### config.mk
export PLATFORM = sky130hd
export DESIGN_NAME = fma_issue_scheduler
export DESIGN_NICKNAME = d
export VERILOG_FILES = /design/src/rtl/fma_issue_scheduler_pkg.sv /design/src/rtl/fma_issue_scheduler_rr_arbiter.sv /design/src/rtl/fma_issue_scheduler.sv
export SDC_FILE = /design/constraint.sdc
export NUM_CORES = 1
export LEC_CHECK = 0
export CAP_MARGIN = 10
export CORE_AREA = 2 2 222 224
export CTS_BUF_LIST = sky130_fd_sc_hd__clkbuf_4 sky130_fd_sc_hd__clkbuf_8 sky130_fd_sc_hd__clkbuf_16
export DETAILED_ROUTE_END_ITERATION = 7
export DIE_AREA = 0 0 224 226
export PLACE_DENSITY = 0.46
export SLEW_MARGIN = 20
export SYNTH_ARGS = -nofsm -noshare
export SYNTH_HDL_FRONTEND = slang
export SYNTH_HIERARCHICAL = 1
export SYNTH_SLANG_ARGS = --single-unit
### constraint.sdc
create_clock -name clk -period 4.3 [get_ports clk]
set_input_delay 0.43 -clock clk [delete_from_list [all_inputs] [get_ports clk]]
set_output_delay 0.43 -clock clk [all_outputs]
set_load 0.005 [all_outputs]
### src/rtl/fma_issue_scheduler_pkg.sv
// Shared constants and types for the FMA issue scheduler: default datapath
// geometry, FSM encodings and the requester-ID width helper.
package fma_issue_scheduler_pkg;

    localparam int DEF_NUM_REQ   = 4;
    localparam int DEF_SIG_WIDTH = 23;
    localparam int DEF_EXP_WIDTH = 8;
    localparam int DEF_PIPE_LAT  = 3;
    localparam int DEF_W         = 1 + DEF_EXP_WIDTH + DEF_SIG_WIDTH;

    typedef enum logic [1:0] {
        RUN    = 2'd0,
        DRAIN  = 2'd1,
        HALTED = 2'd2
    } state_t;

    // A single requester still needs a one-bit ID field.
    function automatic int id_width(input int n);
        return (n <= 1) ? 1 : $clog2(n);
    endfunction

endpackage

### src/rtl/fma_issue_scheduler_rr_arbiter.sv
// Combinational round-robin search: first asserted request at or above ptr,
// wrapping from NUM_REQ-1 back to 0. The pointer register lives in the caller.
module rr_arbiter
    import fma_issue_scheduler_pkg::*;
#(
    parameter int NUM_REQ = DEF_NUM_REQ,
    parameter int IDW     = id_width(NUM_REQ)
) (
    input  logic [NUM_REQ-1:0] req,
    input  logic [IDW-1:0]     ptr,
    output logic [NUM_REQ-1:0] grant,
    output logic [IDW-1:0]     idx
);

    localparam logic [IDW:0] N = (IDW + 1)'(NUM_REQ);

    logic [IDW:0] cand;
    logic         found;

    always_comb begin
        // NOTE: every output and temporary gets a default first so no path leaves one unassigned (no latch).
        grant = '0;
        idx   = '0;
        found = 1'b0;
        cand  = '0;
        for (int i = 0; i < NUM_REQ; i++) begin
            cand = {1'b0, ptr} + (IDW + 1)'(i);
            if (cand >= N) begin
                cand = cand - N;
            end
            if (!found && req[cand[IDW-1:0]]) begin
                found = 1'b1;
                idx   = cand[IDW-1:0];
            end
        end
        grant[idx] = found;
    end

endmodule

### src/rtl/fma_issue_scheduler.sv
// Shares one fixed-latency FMA datapath among NUM_REQ requesters; a tag pipe
// matched to the datapath latency steers each result back to its issuer.
module fma_issue_scheduler
    import fma_issue_scheduler_pkg::*;
#(
    parameter int NUM_REQ   = DEF_NUM_REQ,
    parameter int SIG_WIDTH = DEF_SIG_WIDTH,
    parameter int EXP_WIDTH = DEF_EXP_WIDTH,
    parameter int PIPE_LAT  = DEF_PIPE_LAT
) (
    input  logic                                     clk,
    input  logic                                     rst,
    input  logic [NUM_REQ-1:0]                       req_valid,
    output logic [NUM_REQ-1:0]                       req_ready,
    input  logic [NUM_REQ*(1+EXP_WIDTH+SIG_WIDTH)-1:0] req_a,
    input  logic [NUM_REQ*(1+EXP_WIDTH+SIG_WIDTH)-1:0] req_b,
    input  logic [NUM_REQ*(1+EXP_WIDTH+SIG_WIDTH)-1:0] req_c,
    output logic                                     dp_valid,
    output logic [EXP_WIDTH+SIG_WIDTH:0]             dp_a,
    output logic [EXP_WIDTH+SIG_WIDTH:0]             dp_b,
    output logic [EXP_WIDTH+SIG_WIDTH:0]             dp_c,
    input  logic [EXP_WIDTH+SIG_WIDTH:0]             dp_res,
    output logic [NUM_REQ-1:0]                       rsp_valid,
    output logic [EXP_WIDTH+SIG_WIDTH:0]             rsp_data,
    input  logic                                     halt_req,
    output logic                                     halted,
    output logic [15:0]                              issue_cnt
);

    localparam int W   = 1 + EXP_WIDTH + SIG_WIDTH;
    localparam int IDW = id_width(NUM_REQ);
    localparam int CW  = $clog2(PIPE_LAT + 2);

    typedef struct packed {
        logic           valid;
        logic [IDW-1:0] id;
    } tag_t;

    state_t             state;
    logic [IDW-1:0]     ptr;
    logic [NUM_REQ-1:0] grant;
    logic [IDW-1:0]     grant_idx;
    logic               handshake;
    logic [IDW-1:0]     issue_id;
    tag_t               tag_pipe [PIPE_LAT];
    tag_t               tag_out;
    logic [CW-1:0]      inflight;

    rr_arbiter #(
        .NUM_REQ (NUM_REQ),
        .IDW     (IDW)
    ) u_arb (
        .req   (req_valid),
        .ptr   (ptr),
        .grant (grant),
        .idx   (grant_idx)
    );

    // Halt masks the grant in the very cycle it is first seen.
    assign req_ready = (state == RUN && !halt_req) ? grant : '0;
    assign handshake = |(req_ready & req_valid);

    always_ff @(posedge clk) begin
        // NOTE: sequential state uses <= so every register samples pre-edge values.
        if (rst) begin
            ptr       <= '0;
            dp_valid  <= 1'b0;
            dp_a      <= '0;
            dp_b      <= '0;
            dp_c      <= '0;
            issue_id  <= '0;
            issue_cnt <= '0;
        end else begin
            dp_valid <= handshake;
            if (handshake) begin
                ptr       <= (grant_idx == IDW'(NUM_REQ - 1)) ? '0 : grant_idx + IDW'(1);
                dp_a      <= req_a[int'(grant_idx)*W +: W];
                dp_b      <= req_b[int'(grant_idx)*W +: W];
                dp_c      <= req_c[int'(grant_idx)*W +: W];
                issue_id  <= grant_idx;
                issue_cnt <= issue_cnt + 16'd1;
            end
        end
    end

    always_ff @(posedge clk) begin
        // NOTE: the tag pipe is reset, unlike a data array, since stale valid bits would strobe results after reset.
        if (rst) begin
            for (int i = 0; i < PIPE_LAT; i++) begin
                tag_pipe[i] <= '0;
            end
        end else begin
            tag_pipe[0] <= '{valid: dp_valid, id: issue_id};
            for (int i = 1; i < PIPE_LAT; i++) begin
                tag_pipe[i] <= tag_pipe[i-1];
            end
        end
    end

    assign tag_out = tag_pipe[PIPE_LAT-1];

    always_comb begin
        rsp_valid = '0;
        if (tag_out.valid) begin
            rsp_valid[tag_out.id] = 1'b1;
        end
    end

    assign rsp_data = dp_res;

    // Counts the issue register plus the tag pipe, so it tops out at PIPE_LAT+1.
    always_ff @(posedge clk) begin
        if (rst) begin
            inflight <= '0;
        end else begin
            case ({handshake, tag_out.valid})
                2'b10:   inflight <= inflight + CW'(1);
                2'b01:   inflight <= inflight - CW'(1);
                default: inflight <= inflight;
            endcase
        end
    end

    always_ff @(posedge clk) begin
        if (rst) begin
            state  <= RUN;
            halted <= 1'b0;
        end else begin
            case (state)
                RUN: begin
                    if (halt_req) begin
                        state <= DRAIN;
                    end
                end
                DRAIN: begin
                    if (!halt_req) begin
                        state <= RUN;
                    end else if (inflight == '0) begin
                        state  <= HALTED;
                        halted <= 1'b1;
                    end
                end
                HALTED: begin
                    if (!halt_req) begin
                        state  <= RUN;
                        halted <= 1'b0;
                    end
                end
                default: begin
                    state  <= RUN;
                    halted <= 1'b0;
                end
            endcase
        end
    end

endmodule

Yosys cells after proc, flatten, opt, wreduce, memory -nomap -nowiden
Memory sizes are Yosys's and may differ from the RTL's. Cells that the tools add are included.

Flip-flop bits (word level): 123. Memory bits (writable): 9. Bits of input ports: 423. Output and inout bits: 154. Word-level logic and storage cells: 112. Memories: 1.

$add $sub $neg: 11. Order comparisons: 12. Eq/ne operators: 10. Shifts and indexed selects: 3. Multiplexer cells: 43. Bitwise operators: 6. Reduce and logical (&&, ||, !) cells: 16.

Memory list: tag_pipe (words 3, bits a word 3, rd ports 3, clocked after Yosys merged registers in 0, write ports 3, RTL line fma_issue_scheduler.sv:45) `tag_t tag_pipe [PIPE_LAT];`.

Operators with widths (number): 128-bit by 8-bit variable part select with 32-bit output (3); 2-bit 2-to-1 mux (13); 2-bit by 3-bit < comparator with 1-bit output, second input constant (6); 16-bit by 1-bit adder with 16-bit output, second input constant (1); 1-bit 2-to-1 mux (16); 3-bit greater-or-equal comparator, second input constant (3); 3-bit 2-to-1 mux (3); 4-bit bitwise AND (2); 1-bit binary-select mux with 2-bit select (4); 4-bit 2-to-1 mux (2); 2-bit inequality test, second input constant (4); 2-bit by 1-bit subtractor with 2-bit output, second input constant (4); 2-bit by 2-bit adder with 3-bit output, second input constant (2); 2-bit == test, second input constant (3); 1-bit logical AND (6); 2-bit case mux with 3 select lines (1); 3-bit case mux with 2 select lines (1); 1-bit demux with 2-bit select (2); 2-bit by 1-bit == test with 1-bit output, second input constant (2); 2-bit by 1-bit greater-or-equal comparator with 1-bit output, second input constant (2); 1-bit logical NOT (4); 4-bit AND reduction (1); 4-bit OR reduction (1); 2-bit by 1-bit adder with 3-bit output, second input constant (1); 12 further kinds (14).

Depth between registers and ports, before layout
Gate-level depths: netlist of run 1.

Depth in word-level cells: 24. Mapped depth: 14. Depth with buffers taken out: 12.

Cells and area by module
The synthesis of run 1 kept the hierarchy.

By module, submodules not included: fma_issue_scheduler (times used 1, cells each 736, area each 7312.0 µm², seq. area each 2642.5 µm²); rr_arbiter (times used 1, cells each 31, area each 197.7 µm², seq. area each 0.0 µm²).

Worst setup path after synthesis of run 1
No wires, ideal clock.

Path kind: in2reg. From: in req_valid[2]. To: reg inflight[2]. Setup time: 0.070 ns. Arrival: 3.050 ns. Required time: 4.230 ns. Slack: 1.180 ns. Cell stages on the path: 14. Cell sequence: clkbuf_2 o2bb2ai_1 a22o_1 and2_1 a22o_1 o21a_2 inv_2 clkbuf_1 ha_1 inv_1 fa_1 xor2_1 or3_1 a21oi_1.

Word-level cells in the longest chain between the ends: 22. Elaborated cells between the ends (all ways): 35. Classes of those cells: order compare (2); eq/ne (2); mux (20); bitwise (2); reduce/logical (9).

RTL lines: start, declared (RTL line fma_issue_scheduler.sv:13) `input logic [NUM_REQ-1:0] req_valid,`; 1-bit binary-select mux with 2-bit select (RTL line fma_issue_scheduler_rr_arbiter.sv:31) `if (!found && req[cand[IDW-1:0]]) begin`; 1-bit 2-to-1 mux (implied by the code) (RTL line fma_issue_scheduler_rr_arbiter.sv:31); 1-bit 2-to-1 mux (RTL line fma_issue_scheduler_rr_arbiter.sv:31); 1-bit logical NOT (RTL line fma_issue_scheduler_rr_arbiter.sv:31); 1-bit logical AND (RTL line fma_issue_scheduler_rr_arbiter.sv:31); 1-bit 2-to-1 mux (RTL line fma_issue_scheduler_rr_arbiter.sv:31); 1-bit logical NOT (RTL line fma_issue_scheduler_rr_arbiter.sv:31); 1-bit logical AND (RTL line fma_issue_scheduler_rr_arbiter.sv:31); [... 7 more ...]; 1-bit demux with 2-bit select; 4-bit bitwise AND (no source line) (*); named net grant[0] (RTL line fma_issue_scheduler.sv:41) `logic [NUM_REQ-1:0] grant;`; 4-bit 2-to-1 mux (*) (RTL line fma_issue_scheduler.sv:60) `assign req_ready = (state == RUN && !halt_req) ? grant : '0;`; 4-bit bitwise AND (*) (RTL line fma_issue_scheduler.sv:61) `assign handshake = |(req_ready & req_valid);`; 4-bit OR reduction (*) (RTL line fma_issue_scheduler.sv:61); 2-bit by 1-bit == test with 1-bit output or 2-bit == test (tied branches) (RTL line fma_issue_scheduler.sv:116) `case ({handshake, tag_out.valid})`; 3-bit case mux with 2 select lines or 2-bit nonzero test (tied branches); end signal, assigned (RTL line fma_issue_scheduler.sv:117) `2'b10: inflight <= inflight + CW'(1);`; end signal, assigned (RTL line fma_issue_scheduler.sv:118) `2'b01: inflight <= inflight - CW'(1);`; end signal, assigned (RTL line fma_issue_scheduler.sv:119) `default: inflight <= inflight;`; end, declared (RTL line fma_issue_scheduler.sv:47) `logic [CW-1:0] inflight;`.

The timed path passes the listed nets; every way through them passes the cells marked *. The select of a mux whose other input is x is not followed. A chain may end at the register's enable or synchronous reset.

Worst setup path after layout of run 1
From: in req_valid[2]. To: reg dp_a[27].

Word-level cells in the longest chain between the ends: 20. Elaborated cells between the ends (all ways): 32. Classes of those cells: order compare (2); shift (1); mux (19); bitwise (2); reduce/logical (8).

RTL lines: 1-bit binary-select mux with 2-bit select (RTL line fma_issue_scheduler_rr_arbiter.sv:31); 1-bit 2-to-1 mux (implied by the code) (RTL line fma_issue_scheduler_rr_arbiter.sv:31); 1-bit 2-to-1 mux (RTL line fma_issue_scheduler_rr_arbiter.sv:31); 1-bit logical NOT (RTL line fma_issue_scheduler_rr_arbiter.sv:31); 1-bit logical AND (RTL line fma_issue_scheduler_rr_arbiter.sv:31); 1-bit 2-to-1 mux (RTL line fma_issue_scheduler_rr_arbiter.sv:31); 1-bit logical NOT (RTL line fma_issue_scheduler_rr_arbiter.sv:31); 1-bit logical AND (RTL line fma_issue_scheduler_rr_arbiter.sv:31); [... 5 more ...]; 1-bit logical AND (implied by the code) (RTL line fma_issue_scheduler_rr_arbiter.sv:36) `grant[idx] = found;`; 1-bit 2-to-1 mux (implied by the code) (RTL line fma_issue_scheduler_rr_arbiter.sv:36); 1-bit demux with 2-bit select; 4-bit bitwise AND (no source line) (*); named net grant[0] (RTL line fma_issue_scheduler.sv:41); 4-bit 2-to-1 mux (*) (RTL line fma_issue_scheduler.sv:60); 4-bit bitwise AND (*) (RTL line fma_issue_scheduler.sv:61); 4-bit OR reduction (*) (RTL line fma_issue_scheduler.sv:61); end signal, assigned (RTL line fma_issue_scheduler.sv:77) `dp_a <= req_a[int'(grant_idx)*W +: W];`; end, declared (RTL line fma_issue_scheduler.sv:19) `output logic [EXP_WIDTH+SIG_WIDTH:0] dp_a,`.

Marks and branches as above.

==> results of run 1 <==
==> cells in the mapped netlist (3+ instances only) <==
| cell type | instances | share of area [%] |
|---|---|---|
| sky130_fd_sc_hd__a21oi_1 | 119 | 7.9 |
| sky130_fd_sc_hd__a22o_1 | 3 | 0.35 |
| sky130_fd_sc_hd__and2_1 | 6 | 0.50 |
| sky130_fd_sc_hd__buf_2 | 25 | 1.7 |
| sky130_fd_sc_hd__buf_4 | 34 | 3.4 |
| sky130_fd_sc_hd__clkbuf_1 | 32 | 1.6 |
| sky130_fd_sc_hd__dfxtp_1 | 132 | 35 |
| sky130_fd_sc_hd__ha_1 | 3 | 0.50 |
| sky130_fd_sc_hd__inv_1 | 10 | 0.50 |
| sky130_fd_sc_hd__mux4_2 | 96 | 29 |
| sky130_fd_sc_hd__nand2_1 | 207 | 10 |
| sky130_fd_sc_hd__nand3_1 | 5 | 0.33 |
| sky130_fd_sc_hd__nor2_1 | 14 | 0.70 |
| sky130_fd_sc_hd__nor2b_1 | 11 | 0.92 |
| sky130_fd_sc_hd__o21ai_0 | 9 | 0.60 |
| sky130_fd_sc_hd__o31ai_1 | 6 | 0.60 |
| sky130_fd_sc_hd__or3_1 | 6 | 0.50 |
| sky130_fd_sc_hd__or4_1 | 7 | 0.70 |
| sky130_fd_sc_hd__xor2_1 | 3 | 0.35 |
==> metrics by stage <==
stage               cell area [um^2]  power, uW  std cells  setup WS, ns  util (%)
floorplan                       7510       1910        767          1.18         -
global route                   13700       4280       1848         0.820      28.2
detailed placement             13000       2550       1816         0.616      27.0
CTS                            13700       4160       1848          1.07      28.2
global placement               13000       2550       1816         0.658      27.0
finish                         13700       4060       1848          1.06      28.2
==> worst max-delay path, stage by stage <==
cell,delay (ns)
sky130_fd_sc_hd__clkdlybuf4s50_1,0.66
sky130_fd_sc_hd__o2bb2ai_1,0.12
sky130_fd_sc_hd__a22o_1,0.23
sky130_fd_sc_hd__and2_1,0.16
sky130_fd_sc_hd__a22o_1,0.25
sky130_fd_sc_hd__o21a_4,0.24
sky130_fd_sc_hd__inv_4,0.05
sky130_fd_sc_hd__buf_4,0.56
sky130_fd_sc_hd__buf_4,0.53
sky130_fd_sc_hd__nand2_1,0.11
sky130_fd_sc_hd__a21oi_1,0.15
==> final cells by class <==
type / instances / area (um^2) / share of cell area, %
Inverter: 11 / 43.8 / 0.321
Multi-Input combinational cell: 527 / 4320 / 31.6
Clock inverter: 13 / 173 / 1.26
Timing Repair Buffer: 524 / 5250 / 38.5
Clock buffer: 19 / 447 / 3.27
Sequential cell: 132 / 2640 / 19.4
Tap cell: 622 / 778 / 5.70
==> metal layers <==
metal  up-vias  track usage [%]
met5         -                0
met1      3705             15.3
met2       282             22.6
met4         4             3.94
met3        27             3.46
li1       3634                -
==> state kept, by name, summed over array words and instances, names as in the netlist, 3 cells and up <==
| name | cells |
|---|---|
| dp_b | 32 |
| issue_cnt | 16 |
| dp_a | 32 |
| tag_pipe | 9 |
| dp_c | 32 |
| inflight | 3 |
==> report_power, final <==
group	total (uW)	switching (uW)	leakage [uW]	internal, uW
clock network	1560	614	0.000302	944
logic	1160	430	0.00315	731
registers	1340	43.0	0.00107	1300
total	4060	1090	0.00452	2970
==> worst paths after layout <==
path	depth (start not counted)	start	slack [ns]	to
setup reg to reg	10	ptr[1]	1.09	dp_a[27]
setup / recovery	11	req_valid[2]	1.06	dp_a[27]
hold reg to reg	1	tag_pipe[0][1]	0.44	tag_pipe[0][4]
hold / removal	1	tag_pipe[0][1]	0.44	tag_pipe[0][4]
==> kinds of logic after synthesis <==
| group | count (synthesis) |
|---|---|
| compound gates | 150 |
| xor+xnor | 4 |
| fa+ha+maj | 4 |
| buf+inv | 108 |
| flops | 132 |
| mux | 99 |
| simple gates | 270 |
==> flow_results.xml, run 1 <==
<?xml version="1.0" encoding="UTF-8"?>
<metrics>
  <group name="run_status">
    <metric name="run_status" unit="">finished, final reports clean</metric>
  </group>
  <group name="timing">
    <metric name="timing.max_slew.rel_slack" unit="%">36.9</metric>
    <metric name="setup_viol_count_final" unit="">0</metric>
    <metric name="timing.fmax" unit="GHz">0.309</metric>
    <metric name="least_margin_pin_slew" unit="ns">0.947</metric>
    <metric name="whs" unit="ns">0.437</metric>
    <metric name="unrepaired_setup_endpoints_after_global_routing" unit="">no</metric>
    <metric name="maxSlewViolCount" unit="">0</metric>
    <metric name="skew" unit="ns">0.0146</metric>
    <metric name="hold_viol_final" unit="">0</metric>
    <metric name="final_period_minus_worst_setup_slack" unit="ns">3.24</metric>
    <metric name="layout_worst_path_cycle_share" unit="%">75.3</metric>
    <metric name="tns" unit="ns">0</metric>
  </group>
  <group name="logic_synthesis">
    <metric name="synth_compound_gate_area_share" unit="%">11.0</metric>
    <metric name="fraction_of_the_mapped_netlist_area_in_simple_logic_gates" unit="%">15.6</metric>
    <metric name="largest_family_of_logic_cells_by_synthesized_area" unit="">multiplexers</metric>
    <metric name="synth.distinct_cells" unit="">49</metric>
    <metric name="post_synth_fa_ha_maj_area_fraction" unit="%">0.766</metric>
    <metric name="postSynthAreaPerCell" unit="um^2">9.79</metric>
    <metric name="synth_area" unit="um^2">7510</metric>
    <metric name="synthFlopType" unit="">sky130_fd_sc_hd__dfxtp_1</metric>
    <metric name="synth_fp_nets" unit="">1194</metric>
    <metric name="synthesis.yosys.warnings" unit="">6</metric>
    <metric name="synth_xor_xnor_area_share" unit="%">0.467</metric>
    <metric name="number_of_enable_flip_flop_cells_after_synthesis" unit="">0</metric>
    <metric name="synth_sequential_area_ratio" unit="%">35.2</metric>
    <metric name="synth_instances" unit="">767</metric>
    <metric name="async_flop_share" unit="%">0</metric>
    <metric name="ys_seq_elements" unit="">132</metric>
    <metric name="muxShareOfSynthArea" unit="%">29.2</metric>
  </group>
  <group name="setup_path">
    <metric name="end_kind" unit="">flip-flop</metric>
    <metric name="worst-endpoint-required" unit="ns">4.66</metric>
    <metric name="timing_worst_setup_path_type" unit="">input port to flip-flop</metric>
    <metric name="worst-endpoint-arrival" unit="ns">3.60</metric>
    <metric name="critPathLaunchType" unit="">input port</metric>
    <metric name="timing.critical_path.fanout_max" unit="">65</metric>
  </group>
  <group name="route">
    <metric name="detail-route-antenna-nets" unit="">0</metric>
    <metric name="drtPass1Iterations" unit="">4</metric>
    <metric name="detail_route.wirelength.met1" unit="um">13500</metric>
    <metric name="drt_first_iter_violations" unit="">301</metric>
    <metric name="highest_layer" unit="">met5</metric>
    <metric name="wl_met2" unit="um">17400</metric>
    <metric name="met3WireLength" unit="um">2080</metric>
    <metric name="drc_errors" unit="">0</metric>
    <metric name="avgViaCountPerCell" unit="">4.14</metric>
    <metric name="route.detailed.wl_per_inst" unit="um">18.1</metric>
    <metric name="routed-via-count" unit="">7652</metric>
    <metric name="postRouteWirelength" unit="um">33500</metric>
  </group>
  <group name="cts">
    <metric name="clock_tree_from_tritoncts" unit="">done</metric>
    <metric name="cts.repair_timing.setup_buffer_count" unit="">0</metric>
    <metric name="cts_clk_pin_slew_worst_paths" unit="ns">0.06</metric>
    <metric name="clock_tree.htree_level_count" unit="">4</metric>
    <metric name="post_cts_resize_count" unit="">0</metric>
    <metric name="ctsHoldBuffers" unit="">0</metric>
    <metric name="clkSinkCount" unit="">132</metric>
    <metric name="ctsLongestPathBuffers" unit="">2</metric>
    <metric name="clock_root_buffer" unit="">sky130_fd_sc_hd__clkbuf_16</metric>
    <metric name="numCtsBuffers" unit="">17</metric>
    <metric name="insertion_delay" unit="ns">0.44</metric>
  </group>
  <group name="finish">
    <metric name="layout_commonest_cell" unit="">sky130_fd_sc_hd__clkdlybuf4s50_1</metric>
    <metric name="most-common-layout-cells" unit="">sky130_fd_sc_hd__clkdlybuf4s50_1, sky130_fd_sc_hd__nand2_1, sky130_fd_sc_hd__dfxtp_1</metric>
    <metric name="num-nets-final" unit="">1640</metric>
    <metric name="layout.filler_cells" unit="">5109</metric>
    <metric name="post_route_cells_drive_above_1_share" unit="%">12.4</metric>
    <metric name="antenna_cells_inserted" unit="">0</metric>
    <metric name="areaGrowthSynthToFinish" unit="%">81.8</metric>
  </group>
  <group name="worst_hold_path">
    <metric name="hold_class" unit="">flip-flop to flip-flop</metric>
  </group>
  <group name="global_routing">
    <metric name="wire_length_of_the_first_global_routing_pass" unit="um">48600</metric>
    <metric name="gr_usage_total" unit="%">12.9</metric>
    <metric name="number_of_antenna_violations_at_the_first_check_in_global_routing" unit="">2</metric>
    <metric name="grt_overflow" unit="">0</metric>
    <metric name="first_global_vias" unit="">7766</metric>
    <metric name="pin_count_of_the_biggest_net_entering_global_routing" unit="">85</metric>
  </group>
  <group name="die">
    <metric name="io-pin-count" unit="">577</metric>
    <metric name="core_area" unit="um^2">48300</metric>
    <metric name="num_rows" unit="">81</metric>
    <metric name="chipWidth" unit="um">224</metric>
    <metric name="dieHeight" unit="um">226</metric>
    <metric name="initial_utilization" unit="%">15.5</metric>
    <metric name="die-area" unit="um^2">50600</metric>
  </group>
  <group name="placement">
    <metric name="io_buffers" unit="">512</metric>
    <metric name="total_half_perimeter_wirelength_after_legalization_and_detailed_placement" unit="um">26400</metric>
    <metric name="gp_congestion" unit="">0.781</metric>
  </group>
  <group name="power">
    <metric name="total_leakage_power" unit="uW">0.00452</metric>
    <metric name="ir_worst_vdd" unit="mV">0.244</metric>
    <metric name="power_per_cell_area" unit="nW/um^2">297</metric>
  </group>
  <group name="job">
    <metric name="drv_cap" unit="">0</metric>
  </group>
</metrics>
No activity file was read; power rests on OpenSTA's default activity.
==> run 2: changes to the inputs <==
- CORE_AREA: 2 2 222 224 -> 2 2 225 227
- DIE_AREA: 0 0 224 226 -> 0 0 227 229
- clock period: 4.3 -> 2.8 ns (I/O delays scaled with it)
==> run 2 against run 1 <==
Effect of this change: routed wire length rose by 1.3%; highest routed layer is now met4; flip-flop and latch count did not move; register-to-register slack got worse by 0.97 ns; global-route usage rose by 0.34 points; sequential power rose by 53%; first-iteration DRC count fell by 7.3%; largest cell class unchanged; sequential share of layout area fell by 0.48 points.
==> flow_results.xml, run 2 (synthesized netlist as in run 1, its figures left out) <==
<?xml version="1.0" encoding="UTF-8"?>
<metrics>
  <group name="finish">
    <metric name="post_route_cells_drive_above_1_share" unit="%">15.1</metric>
    <metric name="layout_commonest_cell" unit="">sky130_fd_sc_hd__clkdlybuf4s50_1</metric>
    <metric name="areaGrowthSynthToFinish" unit="%">86.8</metric>
    <metric name="multi_input_comb_area" unit="um^2">4320</metric>
    <metric name="layout.filler_cells" unit="">5283</metric>
    <metric name="fin_cells" unit="">1935</metric>
    <metric name="reg_top3" unit="">dp_a (32), dp_b (32), dp_c (32)</metric>
    <metric name="sequential_cell_area" unit="um^2">2650</metric>
    <metric name="most-common-layout-cells" unit="">sky130_fd_sc_hd__clkdlybuf4s50_1, sky130_fd_sc_hd__nand2_1, sky130_fd_sc_hd__dfxtp_1</metric>
    <metric name="num-nets-final" unit="">1676</metric>
  </group>
  <group name="global_routing">
    <metric name="first_global_vias" unit="">8282</metric>
    <metric name="wire_length_of_the_first_global_routing_pass" unit="um">50400</metric>
    <metric name="pin_count_of_the_biggest_net_entering_global_routing" unit="">63</metric>
    <metric name="grt_overflow" unit="">0</metric>
    <metric name="number_of_antenna_violations_at_the_first_check_in_global_routing" unit="">2</metric>
    <metric name="gr_usage_total" unit="%">13.2</metric>
  </group>
  <group name="route">
    <metric name="routed-via-count" unit="">7755</metric>
    <metric name="drc_errors" unit="">0</metric>
    <metric name="drtPass1Iterations" unit="">5</metric>
    <metric name="detail-route-antenna-nets" unit="">0</metric>
    <metric name="postRouteWirelength" unit="um">34000</metric>
    <metric name="drt_first_iter_violations" unit="">279</metric>
    <metric name="route.detailed.wl_per_inst" unit="um">17.6</metric>
    <metric name="avgViaCountPerCell" unit="">4.01</metric>
  </group>
  <group name="setup_path">
    <metric name="worst-endpoint-required" unit="ns">3.21</metric>
    <metric name="path_cells" unit="">o2bb2ai_1, a22o_1, and2_1, a22o_1, o21a_4, inv_4, ha_1, inv_1, fa_1, xor2_1, or3_1, a21oi_1</metric>
    <metric name="timing.critical_path.slowest_stage_cell" unit="">sky130_fd_sc_hd__fa_1</metric>
    <metric name="timing.critical_path.fanout_max" unit="">8</metric>
    <metric name="critPathLaunchType" unit="">flip-flop</metric>
    <metric name="r2r-start" unit="">ptr[1]</metric>
    <metric name="cp_common_cell" unit="">sky130_fd_sc_hd__a22o_1</metric>
    <metric name="worst-endpoint-arrival" unit="ns">3.09</metric>
    <metric name="timing_worst_setup_path_type" unit="">flip-flop to flip-flop</metric>
    <metric name="crit_path_max_incr_delay" unit="ns">0.38</metric>
    <metric name="crit_start" unit="">ptr[1]</metric>
    <metric name="end_kind" unit="">flip-flop</metric>
  </group>
  <group name="timing">
    <metric name="least_margin_pin_slew" unit="ns">0.579</metric>
    <metric name="hold_viol_final" unit="">0</metric>
    <metric name="layout_worst_path_cycle_share" unit="%">95.7</metric>
    <metric name="final_period_minus_worst_setup_slack" unit="ns">2.68</metric>
    <metric name="skew" unit="ns">0.0155</metric>
    <metric name="timing.max_slew.rel_slack" unit="%">60.9</metric>
    <metric name="timing.fmax" unit="GHz">0.373</metric>
    <metric name="tns" unit="ns">0</metric>
    <metric name="maxSlewViolCount" unit="">0</metric>
    <metric name="setup_viol_count_final" unit="">0</metric>
    <metric name="unrepaired_setup_endpoints_after_global_routing" unit="">no</metric>
  </group>
  <group name="job">
    <metric name="drv_cap" unit="">0</metric>
  </group>
  <group name="placement">
    <metric name="total_half_perimeter_wirelength_after_legalization_and_detailed_placement" unit="um">27000</metric>
    <metric name="io_buffers" unit="">512</metric>
    <metric name="placed_cells_incl_taps" unit="">1900</metric>
    <metric name="gp_congestion" unit="">0.859</metric>
  </group>
  <group name="power">
    <metric name="total_leakage_power" unit="uW">0.00471</metric>
    <metric name="ir_worst_vdd" unit="mV">0.433</metric>
    <metric name="power_per_cell_area" unit="nW/um^2">446</metric>
  </group>
  <group name="cts">
    <metric name="clock_tree_from_tritoncts" unit="">done</metric>
    <metric name="clock_root_buffer" unit="">sky130_fd_sc_hd__clkbuf_16</metric>
    <metric name="cts_clk_pin_slew_worst_paths" unit="ns">0.07</metric>
    <metric name="ctsLongestPathBuffers" unit="">2</metric>
    <metric name="numCtsBuffers" unit="">17</metric>
    <metric name="insertion_delay" unit="ns">0.48</metric>
    <metric name="clock_tree.htree_level_count" unit="">4</metric>
    <metric name="clkSinkCount" unit="">132</metric>
    <metric name="ctsHoldBuffers" unit="">0</metric>
  </group>
  <group name="die">
    <metric name="dieHeight" unit="um">229</metric>
    <metric name="io-pin-count" unit="">577</metric>
    <metric name="chipWidth" unit="um">227</metric>
    <metric name="num_rows" unit="">82</metric>
    <metric name="core_area" unit="um^2">49700</metric>
    <metric name="die-area" unit="um^2">52000</metric>
    <metric name="initial_utilization" unit="%">15.1</metric>
  </group>
  <group name="worst_hold_path">
    <metric name="hold_path_startpoint" unit="">rst</metric>
    <metric name="hold_class" unit="">input port to flip-flop</metric>
  </group>
  <group name="run_status">
    <metric name="run_status" unit="">finished, final reports clean</metric>
  </group>
</metrics>
==> run 2: cell type report <==
| type | count | area share (%) |
|---|---|---|
| flip-flops and latches | 132 | 18.9 |
| multi-input cells | 527 | 30.8 |
| repair buffers | 560 | 39.8 |
| inverters | 11 | 0.312 |
| clock inverters | 15 | 1.14 |
| well taps | 672 | 5.99 |
| diodes | 1 | 0.0178 |
| clock buffers | 17 | 3.03 |
==> run 2: worst max-delay path: cells and delay by family, from the launching register on <==
family | cells | cell delay [ns]
compound gates | 5 | 0.97
xor+xnor | 1 | 0.16
fa+ha+maj | 2 | 0.54
buf+inv | 2 | 0.11
flops | 1 | 0.37
simple gates | 2 | 0.47
==> run 2: metal layers <==
layer | global-route usage, % | vias to the layer above | routed length, um
met5 | 0 | - | 0
met1 | 15.2 | 3747 | 13900
li1 | - | 3704 | -
met4 | 4.55 | 0 | 597
met2 | 22.6 | 275 | 17000
met3 | 4.54 | 29 | 2450
==> run 2: per-stage QoR <==
stage	hold WS (ns)	utilization, %	cell area, um^2	power (uW)	setup WS, ns
5_1_grt	0.234	28.2	14000	6580	0.0136
3_5_place_dp	0.425	27.0	13400	4010	-0.452
3_3_place_gp	0.420	27.0	13400	4000	-0.314
2_1_floorplan	0.414	-	7530	2940	0.0142
4_1_cts	0.204	28.2	14000	6420	0.0744
6_report	0.240	28.3	14000	6250	0.119
==> run 2: where the power goes <==
| group | leakage [uW] | switching [uW] | internal (uW) |
|---|---|---|---|
| sequential | 0.00107 | 63.4 | 1990 |
| clock | 0.000284 | 1060 | 1260 |
| combinational | 0.00335 | 682 | 1200 |
==> run 2: what timing repair did <==
| item | in CTS | in global routing |
|---|---|---|
| endpoints found under the setup margin | 37 | 55 |
| setup buffers | 0 | 2 |
| gates resized for setup | 1 | 4 |
==> run 2: path summary, 6_finish.rpt <==
path | end | cells after the start | slack (ns)
worst max-delay path | inflight[2] | 12 | 0.12
worst min-delay path | inflight[0] | 2 | 0.24
worst max register to register | inflight[2] | 12 | 0.12
worst min register to register | tag_pipe[0][3] | 1 | 0.43
